$ cat src/rtl/nq_seq_divider.sv
// nq_seq_divider
//   Sequential sign-magnitude N.Q fixed-point divider. Computes
//   dividend / divisor by radix-2 restoring long division, one quotient bit
//   per clock. Operands and result share the N.Q sign-magnitude format:
//   MSB is the sign, the low N-1 bits are the magnitude, and the low Q bits
//   of the magnitude are fraction.
//
// Ports
//   clk             clock, all logic on the rising edge
//   rst             synchronous active-high reset
//   ing_valid       operands valid
//   ing_ready       divider idle and able to accept
//   ing_dividend    sign-magnitude N.Q dividend
//   ing_divisor     sign-magnitude N.Q divisor
//   egr_valid       result valid
//   egr_ready       downstream accepts result
//   egr_quotient    sign-magnitude N.Q quotient (fraction truncated)
//   egr_overflow    quotient magnitude did not fit, or divide by zero
//   egr_div_by_zero divisor magnitude was zero
module nq_seq_divider #(
  parameter int N_BITS_P = 32,
  parameter int Q_BITS_P = 15
) (
  input  logic                clk,
  input  logic                rst,
  input  logic                ing_valid,
  output logic                ing_ready,
  input  logic [N_BITS_P-1:0] ing_dividend,
  input  logic [N_BITS_P-1:0] ing_divisor,
  output logic                egr_valid,
  input  logic                egr_ready,
  output logic [N_BITS_P-1:0] egr_quotient,
  output logic                egr_overflow,
  output logic                egr_div_by_zero
);

  localparam int N  = N_BITS_P;
  localparam int L  = N - 1 + Q_BITS_P;   // number of quotient bits
  localparam int CW = $clog2(L + 1);
  localparam logic [CW-1:0] L_CNT = CW'(L);

  typedef enum logic [1:0] {IDLE, DIVIDE, DONE} state_t;

  state_t         state_q;
  logic           sign_q;
  logic           dbz_q;
  logic [L-1:0]   num_q;
  logic [L-1:0]   quo_q;
  logic [N-2:0]   div_q;
  logic [N-1:0]   rem_q;
  logic [CW-1:0]  cnt_q;
  logic           ing_ready_q;
  logic           egr_valid_q;
  logic [N-1:0]   egr_quotient_q;
  logic           egr_overflow_q;
  logic           egr_dbz_q;

  logic [L-1:0]   num_load_d;
  logic [N-1:0]   rem_shift_d;
  logic [N-1:0]   rem_sub_d;
  logic           rem_ge_d;
  logic           ovf_d;

  // Dividend magnitude pre-scaled by 2^Q so the quotient comes out in N.Q.
  assign num_load_d  = L'(ing_dividend[N-2:0]) << Q_BITS_P;

  // Remainder stays below the divisor, so the shifted value fits in N bits.
  assign rem_shift_d = (rem_q << 1) | N'(num_q[L-1]);
  assign rem_ge_d    = rem_shift_d >= {1'b0, div_q};
  assign rem_sub_d   = rem_shift_d - {1'b0, div_q};

  // Any quotient bit above the N-1 magnitude bits means overflow.
  assign ovf_d       = |(quo_q >> (N - 1));

  always_ff @(posedge clk) begin
    if (rst) begin
      state_q        <= IDLE;
      sign_q         <= 1'b0;
      dbz_q          <= 1'b0;
      num_q          <= '0;
      quo_q          <= '0;
      div_q          <= '0;
      rem_q          <= '0;
      cnt_q          <= '0;
      ing_ready_q    <= 1'b1;
      egr_valid_q    <= 1'b0;
      egr_quotient_q <= '0;
      egr_overflow_q <= 1'b0;
      egr_dbz_q      <= 1'b0;
    end else begin
      case (state_q)
        IDLE: begin
          if (ing_valid && ing_ready_q) begin
            sign_q      <= ing_dividend[N-1] ^ ing_divisor[N-1];
            num_q       <= num_load_d;
            div_q       <= ing_divisor[N-2:0];
            rem_q       <= '0;
            quo_q       <= '0;
            ing_ready_q <= 1'b0;
            state_q     <= DIVIDE;
            // A zero divisor skips all iterations; the single formatting
            // cycle then emits the all-ones, flagged result.
            if (ing_divisor[N-2:0] == '0) begin
              dbz_q <= 1'b1;
              cnt_q <= '0;
            end else begin
              dbz_q <= 1'b0;
              cnt_q <= L_CNT;
            end
          end
        end
        DIVIDE: begin
          if (cnt_q != '0) begin
            num_q <= num_q << 1;
            if (rem_ge_d) begin
              rem_q <= rem_sub_d;
              quo_q <= {quo_q[L-2:0], 1'b1};
            end else begin
              rem_q <= rem_shift_d;
              quo_q <= {quo_q[L-2:0], 1'b0};
            end
            cnt_q <= cnt_q - CW'(1);
          end else begin
            // Result formatting: magnitude truncated (not saturated).
            egr_valid_q    <= 1'b1;
            egr_quotient_q <= {sign_q, (dbz_q ? {(N-1){1'b1}} : quo_q[N-2:0])};
            egr_overflow_q <= dbz_q | ovf_d;
            egr_dbz_q      <= dbz_q;
            state_q        <= DONE;
          end
        end
        DONE: begin
          if (egr_ready) begin
            egr_valid_q <= 1'b0;
            ing_ready_q <= 1'b1;
            state_q     <= IDLE;
          end
        end
        default: state_q <= IDLE;
      endcase
    end
  end

  assign ing_ready       = ing_ready_q;
  assign egr_valid       = egr_valid_q;
  assign egr_quotient    = egr_quotient_q;
  assign egr_overflow    = egr_overflow_q;
  assign egr_div_by_zero = egr_dbz_q;

endmodule

$ cat config.mk
export PLATFORM = sky130hd
export DESIGN_NAME = nq_seq_divider
export DESIGN_NICKNAME = d
export VERILOG_FILES = /design/src/rtl/nq_seq_divider.sv
export SDC_FILE = /design/constraint.sdc
export NUM_CORES = 1
export LEC_CHECK = 0
export ABC_AREA = 1
export BUFFER_PORTS_ARGS = -buffer_cell sky130_fd_sc_hd__buf_2
export CAP_MARGIN = 20
export CORE_AREA = 10 10 117 172
export DETAILED_ROUTE_END_ITERATION = 6
export DIE_AREA = 0 0 127 182
export PLACE_DENSITY = 0.81
export SYNTH_ARGS = -nofsm -noshare
export SYNTH_HDL_FRONTEND = slang
export SYNTH_SLANG_ARGS = --single-unit
export TNS_END_PERCENT = 30
$ cat constraint.sdc
create_clock -name clk -period 2.7 [get_ports clk]
set_input_delay 0.405 -clock clk [delete_from_list [all_inputs] [get_ports clk]]
set_output_delay 0.405 -clock clk [all_outputs]
set_load 0.005 [all_outputs]
## Word-level counts from Yosys, hierarchy flattened

Cells that the tools add are included.

- Add/sub/neg operators: 2
- Order comparisons: 1
- Eq/ne operators: 6
- Muxes and demuxes: 27
- Bitwise logic cells: 4
- Reduce and logical (&&, ||, !) cells: 14

Operator list:

| cell | count |
|---|---|
| 2-to-1 mux 46 bit | 4 |
| case mux 46 bit (2 select lines) | 2 |
| 2-to-1 mux 31 bit | 4 |
| case mux 31 bit (2 select lines) | 1 |
| greater-or-equal comparator 32 x 31 -> 1 bit | 1 |
| OR 32 x 1 -> 32 bit | 1 |
| zero test 31 bit | 1 |
| subtractor 31 bit | 1 |
| 2-to-1 mux 6 bit | 3 |
| OR reduction 15 bit | 1 |
| case mux 6 bit (2 select lines) | 1 |
| AND reduction 3 bit | 4 |
| inequality test 2 bit (second input constant) | 4 |
| 2-to-1 mux 1 bit | 6 |
| 2-to-1 mux 2 bit | 3 |
| case mux 2 bit (3 select lines) | 1 |
| nonzero test 2 bit | 3 |
| nonzero test 6 bit | 1 |
| subtractor 6 x 1 -> 6 bit (second input constant) | 1 |
| case mux 1 bit (2 select lines) | 2 |
| AND reduction 2 bit | 2 |
| == test 2 x 1 -> 1 bit (second input constant) | 1 |
| == test 2 bit (second input constant) | 1 |
| zero test 2 bit | 1 |
| other kinds (4) | 4 |

- Register bits: 200
- Input bits: 68
- Output and inout bits: 36
- Word-level logic and storage cells: 67

## Longest topological paths before layout

Gate-level depths: netlist (run 1).

- Word-level depth: 5
- Gate-level depth with buffers: 17
- Mapped depth without buffers: 16

## Least setup slack after synthesis (run 1)

Ideal clock, no wire load.

- Path type: register -> register
- From: register num_q[45]
- To: register rem_q[29]
- Setup time: 132 ps
- Arrival: 1920 ps
- Data required time: 2568 ps
- Setup slack: 648 ps
- Stages on the path, launching flop included: 18
- Path buffers: 1
- Period minus slack after synthesis: 2052 ps
- Cell sequence: dfxtp_1 -> inv_1 -> ha_1 -> inv_1 -> fa_1 -> nand2_1 -> nand2_1 -> nand3_2 -> nand2_2 -> nand2_1 -> nand3_2 -> nand2_4 -> buf_6 -> nand3_2 -> nand2_1 -> clkinv_1 -> nand2_1 -> a21oi_2

- Longest elaborated chain between the ends: 5
- Elaborated cells on any way between the ends: 6
- Those cells by class: add/sub: 1; order compare: 1; mux: 3; bitwise: 1

RTL lines:

| item | RTL line | RTL |
|---|---|---|
| from (decl) | 47 | `logic [L-1:0] num_q;` |
| from (signal assigned) | 95 | `num_q <= num_load_d;` |
| from (signal assigned) | 114 | `num_q <= num_q << 1;` |
| OR 32 x 1 -> 32 bit (*) | 68 | `assign rem_shift_d = (rem_q << 1) \| N'(num_q[L-1]);` |
| subtractor 31 bit / greater-or-equal comparator 32 x 31 -> 1 bit (equally long branches) | 70, 69 |  |
| 2-to-1 mux 31 bit (*) | 115 | `if (rem_ge_d) begin` |
| 2-to-1 mux 31 bit (*) | 113 | `if (cnt_q != '0) begin` |
| case mux 31 bit (2 select lines) (*) | 91 | `case (state_q)` |
| to (signal assigned) | 116 | `rem_q <= rem_sub_d;` |
| to (signal assigned) | 119 | `rem_q <= rem_shift_d;` |
| to (decl) | 50 | `logic [N-1:0] rem_q;` |

Every way passes the cells marked *; elsewhere a longest branch is shown, timed or not. The select of a mux whose other input is x is not followed.
A chain may end at the register's enable or synchronous reset.

## Worst setup path after layout (run 1)

- From: register num_q[45]
- To: register rem_q[26]

Same word-level chain as after synthesis.

==> results of run 1 <==
[cell type report]
type	instances	area share
inverter	182	0.06160
multi-input combinational	1015	0.4641
sequential	185	0.3339
antenna	1	0.0002256
timing repair buffer	122	0.06182
tap	213	0.02403
clock buffer	17	0.03836
clock inverter	15	0.01591
[logic make-up after synthesis]
logic type               count (synthesis)
AO/OA/AOI/OAI                          311
AND/OR/NAND/NOR                        655
buffers and inverters                  260
adder cells (fa/ha/maj)                 34
flip-flops                             185
XOR/XNOR                                15
[power groups by stage]
stage          clock network (mW)  registers [mW]  logic, mW
2_1_floorplan                   0            3.08       1.65
3_3_place_gp                    0            3.10       2.14
3_5_place_dp                    0            3.11       2.16
4_1_cts                      2.53            3.04       2.18
5_1_grt                      2.62            3.07       2.45
6_report                     2.51            3.04       2.19
[registers in the layout, indices dropped and copies added, names as in the netlist]
signal	cells
rem_q	31
cnt_q	6
egr_quotient	32
quo_q	46
egr_overflow	1
ing_ready	1
egr_valid	1
dbz_q	1
sign_q	1
egr_div_by_zero	1
state_q	2
div_q	31
num_q	31
[metal layers]
layer,up-vias,GRT usage
met1,4428,0.2431
met2,235,0.4072
met4,0,0.1028
li1,4857,-
met5,-,0
met3,68,0.04052
[path summary, 6_finish.rpt]
kind / from / to / cells after the start / slack (ns)
hold reg to reg: egr_quotient[19] / egr_quotient[19] / 2 / 0.46
hold / removal: ing_divisor[0] / div_q[0] / 3 / 0.22
setup reg to reg: num_q[45] / rem_q[26] / 16 / 0.26
setup / recovery: num_q[45] / rem_q[26] / 16 / 0.26
[cells in the mapped netlist]
cell,instances
o21ai_1,3
a21oi_1,153
a21oi_2,6
nand2_1,420
buf_6,7
xnor2_1,10
ha_1,33
xor2_1,5
inv_2,14
o21bai_1,2
nor3_2,2
nor2_4,5
nor2_2,4
nor4_1,11
nor2_8,1
nand4_1,8
nand3_1,106
clkbuf_1,45
a31oi_1,30
clkinv_1,4
a211oi_1,4
o21ai_0,104
or2_0,1
nand3b_1,14
nor2_1,50
fa_1,1
nor3_1,5
inv_1,164
nand3_2,10
nand2_4,2
buf_1,2
a41oi_1,1
buf_2,24
nand2_2,11
dfxtp_1,185
o31ai_1,7
a21oi_4,1
or2_2,1
nand3b_2,4
[metrics by stage]
step                  util  setup slack, ns  hold slack (ns)  power (mW)  area (µm²)
CTS                 0.6474           0.2785           0.2229       7.749       11090
global route        0.6474         0.009214           0.2330       8.141       11090
floorplan                -           0.6483           0.4297       4.739        9905
global placement    0.6123           0.3824           0.4462       5.242       10490
detailed placement  0.6123           0.3192           0.4489       5.269       10490
finish              0.6476           0.2636           0.2207       7.742       11090
[worst min-delay path: stages]
cell and delay, ns:
buf_2 0.09, nor2_1 0.05, nor2_1 0.08
==> metrics.md, run 1 <==
| Metric | Value |
|---|---|
| Critical path buffer and inverter count | 2 |
| Area delta synth->final | 11.98% |
| Gr ovfl total | 0 |
| H-tree depth | 4 |
| Final net count | 1625 |
| Most common cell after layout, fill and taps aside | nand2_1 |
| Cell mode on critical path | nand2_1 |
| Later-pin clock latency in the skew report | between 0.4 and 0.5 ns |
| DP Cell Count | between 1500 and 2000 |
| Post-Synth Adder-Cell Area | 0.04371 |
| First-pass GRT wire length | 43810 µm |
| Drt drc | 0 |
| Most frequent cells in the layout | nand2_1, dfxtp_1, inv_1 |
| Worst path slowest cell | fa_1 |
| Comb pwr share | 0.283 |
| Design internal power | slightly below 5 mW |
| Synth area leader | dfxtp_1 |
| Flops & latches, synth | ~190 |
| Final setup viols | 0 |
| Multiplexer share of the synthesized area | 0 |
| Final WL | 26420 µm |
| Status | complete, no violations |
| Top post-synthesis cells by area | dfxtp_1, nand2_1, a21oi_1 |
| Relative slew slack | 0.5079 |
| Sequential share of the synthesized area | 0.3739 |
| Post-cts resize count | 0 |
| HP Class | primary input to flip-flop |
| Fill count | roughly 1600 |
| Syn nets | approximately 1600 |
| TritonCTS buffer count | 17 |
| Die ar. | around 0.023 mm² |
| Slew Viols, Final | 0 |
| CP Capture Type | flip-flop |
| Worst vdd ir | 0.5123 mV |
| Multi-input gate area | about 0.005 mm² |
| Cells after Synth | 1460 |
| Share of post-route cells with drive strength above 1 | 0.1413 |
| Clk_skew | about 0.01 ns |
| PwrDens | 698.1 mW/mm² |
| Simple-gate area share of the yosys netlist | 0.2942 |
| CTS tree | done |
| Mean area per synthesized cell | 6.784 µm² |
| Highest clock rate | 410.4 MHz |
| IO Count | 104 |
| Metal-1 WL | 10450 µm |
| Die Ht | about 180 µm |
| Vias in the first global route | 9322 |
| Hpwl dp | roughly 19000 µm |
| Final worst path period share | 0.9024 |
| Worst-Margin Slew | between 0.7 and 0.8 ns |
| Number of max-cap violations | 0 |
| Total Routing Usage GR | 0.2240 |
| Placer congestion estimate | 1.005 |
| # rows | 59 |
| Max incr delay on CP | 0.38 ns |
| Clock sink count | about 190 |
| Uppermost layer routed | met4 |
| Switch Pwr | 2.878 mW |
| Cell chain of the critical path | inv_1 > ha_1 > inv_1 > fa_1 > nand2_1 > nand2_1 > nand3_2 > nand2_2 > nand2_1 > nand3_2 > nand2_4 > nand2_4 > nand2_2 > nand2_1 > nand2_1 > a21oi_1 |
| Final std cells w/o fill | about 1800 |
| Met3 wire len | approximately 1000 µm |
| Met2 WL | about 14000 µm |
| Antenna-violating nets left | 0 |
| Die Wd | approximately 130 µm |
| Core Area | between 0.015 and 0.02 mm² |
| Clock Pin Slew Worst Setup and Hold Paths | ~0.08 ns |
| Final Hold Vio Count | 0 |
| DR iter-0 viols | 578 |
| Yosys top cell area share | 0.3739 |
| Routed WL per cell | between 15 and 20 µm |
| Synth Area in XOR/XNOR | 0.01326 |
| Seq pwr share | 0.393 |
| Post-synthesis compound-gate area fraction | 0.1680 |
| Largest net degree at the start of global routing | between 100 and 150 |
| Largest buffer count on any clock path | 2 |
| First-pass DRT Iterations | 5 |
| Root Buffer | clkbuf_16 |
| Routed vias | approximately 9600 |
| CP top delay family | simple AND/OR/NAND/NOR gates |
| Setup bufs post-CTS | 0 |
| Mapped Area | 0.009904 mm² |
| Largest family of logic cells by synthesized area | simple AND/OR/NAND/NOR gates |
| Switching share of power | 0.3717 |
| Required time of the critical path | about 3 ns |
| Seq. cell area | around 0.0037 mm² |
| LEAKAGE | approximately 5 nW |
| Tmin final | 2.436 ns |
| Netlist cell types | 39 |
| Sum of negative setup slack | 0 ns |
| Number of port buffers | around 100 |
| CP Launch Type | flip-flop |
| Clk pwr share | 0.324 |
| Effective utilization at floorplan | 0.5783 |
| Worst EP arrival | between 2 and 3 ns |
| Crit Path Class | flip-flop to flip-flop |
| Vias per Instance | around 5.5 |
| Initial antenna violation count | 1 |
| Critical Path Fanout Max | 22 |
| RSZ-0062 raised after global routing | false |
| # hold bufs at CTS | 0 |
| Ys Warns | 0 |
No activity file was read; power rests on OpenSTA's default activity.
==> run 2: changes to the inputs <==
clock period = 2.4 ns   (was 2.7 ns; I/O delays follow)
==> metrics.md, run 2 (synthesized netlist as in run 1, its figures left out) <==
| Metric | Value |
|---|---|
| Final setup viols | 0 (unchanged) |
| Worst slack, placed | 0.02545 ns (-0.2937 ns) |
| Most frequent cells in the layout | nand2_1, dfxtp_1, inv_1 |
| CP Launch Type | flip-flop |
| Root Buffer | clkbuf_16 |
| Routed vias | 9612 (+0.25%) |
| DR iter-0 viols | 613 (+6.1%) |
| Highest clock rate | 449.0 MHz (+9.4%) |
| Final worst path period share | 0.9281 (+0.02570) |
| FF-to-FF Start | num_q[45] |
| Later-pin clock latency in the skew report | 0.44 ns (about the same) |
| End of the worst register-to-register path | rem_q[3] |
| Share of post-route cells with drive strength above 1 | 0.1503 (+0.008983) |
| Crit Path Class | flip-flop to flip-flop |
| Worst EP arrival | 2.54 ns (-0.20 ns) |
| Gr ovfl total | 0 (unchanged) |
| Largest reg by FF count | quo_q |
| Final WL | 26330 µm (-0.33%) |
| Worst hold slack | 0.1821 ns (-0.03857 ns) |
| DP Cell Count | 1722 (+0.29%) |
| Worst vdd ir | 0.6173 mV (+20%) |
| Clk_skew | 0.01285 ns (+0.002838 ns) |
| Fill count | 1548 (-1.3%) |
| Most common cell after layout, fill and taps aside | nand2_1 |
| Ant diodes | 0 (-1) |
| Seq. cell area | 0.003704 mm² (unchanged) |
| Status | complete, no violations |
| Slew Viols, Final | 0 (unchanged) |
| Number of port buffers | 103 (unchanged) |
| Tmin final | 2.227 ns (-0.2090 ns) |
| Relative slew slack | 0.5567 (+0.04880) |
| Area delta synth->final | 13.33% |
| Final std cells w/o fill | 1757 (+0.40%) |
| CTS tree | done |
| Vias per Instance | 5.471 (-0.15%) |
| First-pass GRT wire length | 44220 µm (+0.93%) |
| Worst-Margin Slew | 0.6649 ns (-0.07213 ns) |
| Initial antenna violation count | 0 (-1) |
| Clock Pin Slew Worst Setup and Hold Paths | 0.08 ns (about the same) |
| Hpwl dp | 18990 µm (-0.28%) |
| Effective utilization at floorplan | 0.5783 (unchanged) |
| Final Hold Vio Count | 0 (unchanged) |
| Die Ht | 182 µm (unchanged) |
| Final net count | 1633 (+0.49%) |
| Placer congestion estimate | 0.9811 (-2.4%) |
| Total Power | 8.800 mW (+14%) |
| TritonCTS buffer count | 17 (unchanged) |
| Number of max-cap violations | 0 (unchanged) |
| Core Area | 0.01713 mm² (unchanged) |
| Final Util | 0.6554 (+0.007817) |
| Hold depth | 3 (unchanged) |
| # rows | 59 (unchanged) |
| Hold path start | ing_dividend[13] |
| Critical Path Fanout Max | 10 (-55%) |
| R2R depth | 15 (-1) |
| Die Wd | 127 µm (unchanged) |
| Multi-input gate area | 0.005182 mm² (+0.68%) |
| First-pass DRT Iterations | 5 (unchanged) |
| Clock sink count | 185 (unchanged) |
| HP Class | primary input to flip-flop |
| Largest net degree at the start of global routing | 110 (unchanged) |
| Die ar. | 0.02311 mm² (unchanged) |
| R2r setup slk | 0.17 ns (-0.09 ns) |
| Largest buffer count on any clock path | 2 (unchanged) |
| Setup WS post-layout | 0.1726 ns (-0.09097 ns) |
| H-tree depth | 4 (unchanged) |
| Routed WL per cell | 14.98 µm (-0.73%) |
| Hold Path Sink | num_q[28] |
| Vias in the first global route | 9492 (+1.8%) |
| CP Capture Type | flip-flop |
| Antenna-violating nets left | 0 (unchanged) |
| Total Routing Usage GR | 0.2263 (+0.002254) |
| IO Count | 104 (unchanged) |
| Required time of the critical path | 2.71 ns (-0.29 ns) |
| Drt drc | 0 (unchanged) |
| Largest register FFs | 46 (unchanged) |
| PwrDens | 784.0 mW/mm² (+12%) |
| LEAKAGE | 5.182 nW (+1.2%) |
run 2: cell types whose count changed in the layout (fill, tap and decap cells not counted), moves of 2 or more:
cell,delta
a21oi_1,-3
a21oi_2,+3
buf_12,+3
buf_6,+3
clkinv_8,-3
nand2_1,-3
buf_4,+2
inv_12,+2
nand2_2,+2
run 2: what timing repair did:
| item | in CTS | in global routing |
|---|---|---|
| resized for setup | 0 | 12 |
| setup endpoints to repair | 0 | 29 |
| hold buffers | 0 | 0 |
| buffers inserted | 0 | 3 |
run 2: report_power, final:
part | internal (mW) | total (mW) | switching, mW | leakage (nW)
Clock | 1.41 | 2.84 | 1.43 | 0.290
Combinational | 0.804 | 2.54 | 1.73 | 3.38
Sequential | 3.32 | 3.42 | 0.108 | 1.51
run 2: area by class of cell:
class	instances	area share
flip-flops and latches	185	0.3300
repair buffers	130	0.07078
multi-input cells	1015	0.4617
clock buffers	17	0.03790
well taps	213	0.02374
clock inverters	15	0.01505
inverters	182	0.06086
run 2: worst max-delay path by stage:
| stage | startpoint | end | slack, ns | depth (start not counted) |
|---|---|---|---|---|
| floorplan | num_q[45] | rem_q[29] | 0.35 | 17 |
| global placement | num_q[45] | rem_q[13] | 0.15 | 16 |
| detailed placement | num_q[45] | rem_q[8] | 0.03 | 16 |
| CTS | num_q[45] | rem_q[3] | 0.0005 | 16 |
| finish | num_q[45] | rem_q[3] | 0.17 | 15 |
| global route | div_q[14] | rem_q[22] | -0.0006 | 14 |
run 2: routing by layer:
layer  track usage  up-vias  part of all wire
met2        0.3987      260              0.52
met4        0.1297        0             0.044
met3       0.03673       80             0.042
met1        0.2488     4396              0.39
met5             0        -                 0
li1              -     4876                 -
run 2: through the flow:
step	cell area, µm²	TNS, ns
after floorplan	9905	0
after global placement	10560	0
after detailed placement	10560	0
after CTS	11160	0
after global routing	11220	-0.0006348
final	11220	0
run 2: critical path: stages, from the launching register on:
cell	delay (ns)
dfxtp_1	0.31
inv_1	0.07
ha_1	0.17
inv_1	0.08
fa_2	0.35
nand2_2	0.09
nand2_2	0.07
nand3_2	0.08
nand2_2	0.08
nand2_2	0.08
nand3_2	0.08
nand2_4	0.15
buf_4	0.22
nand3b_1	0.09
nand3_1	0.10
a21oi_1	0.07
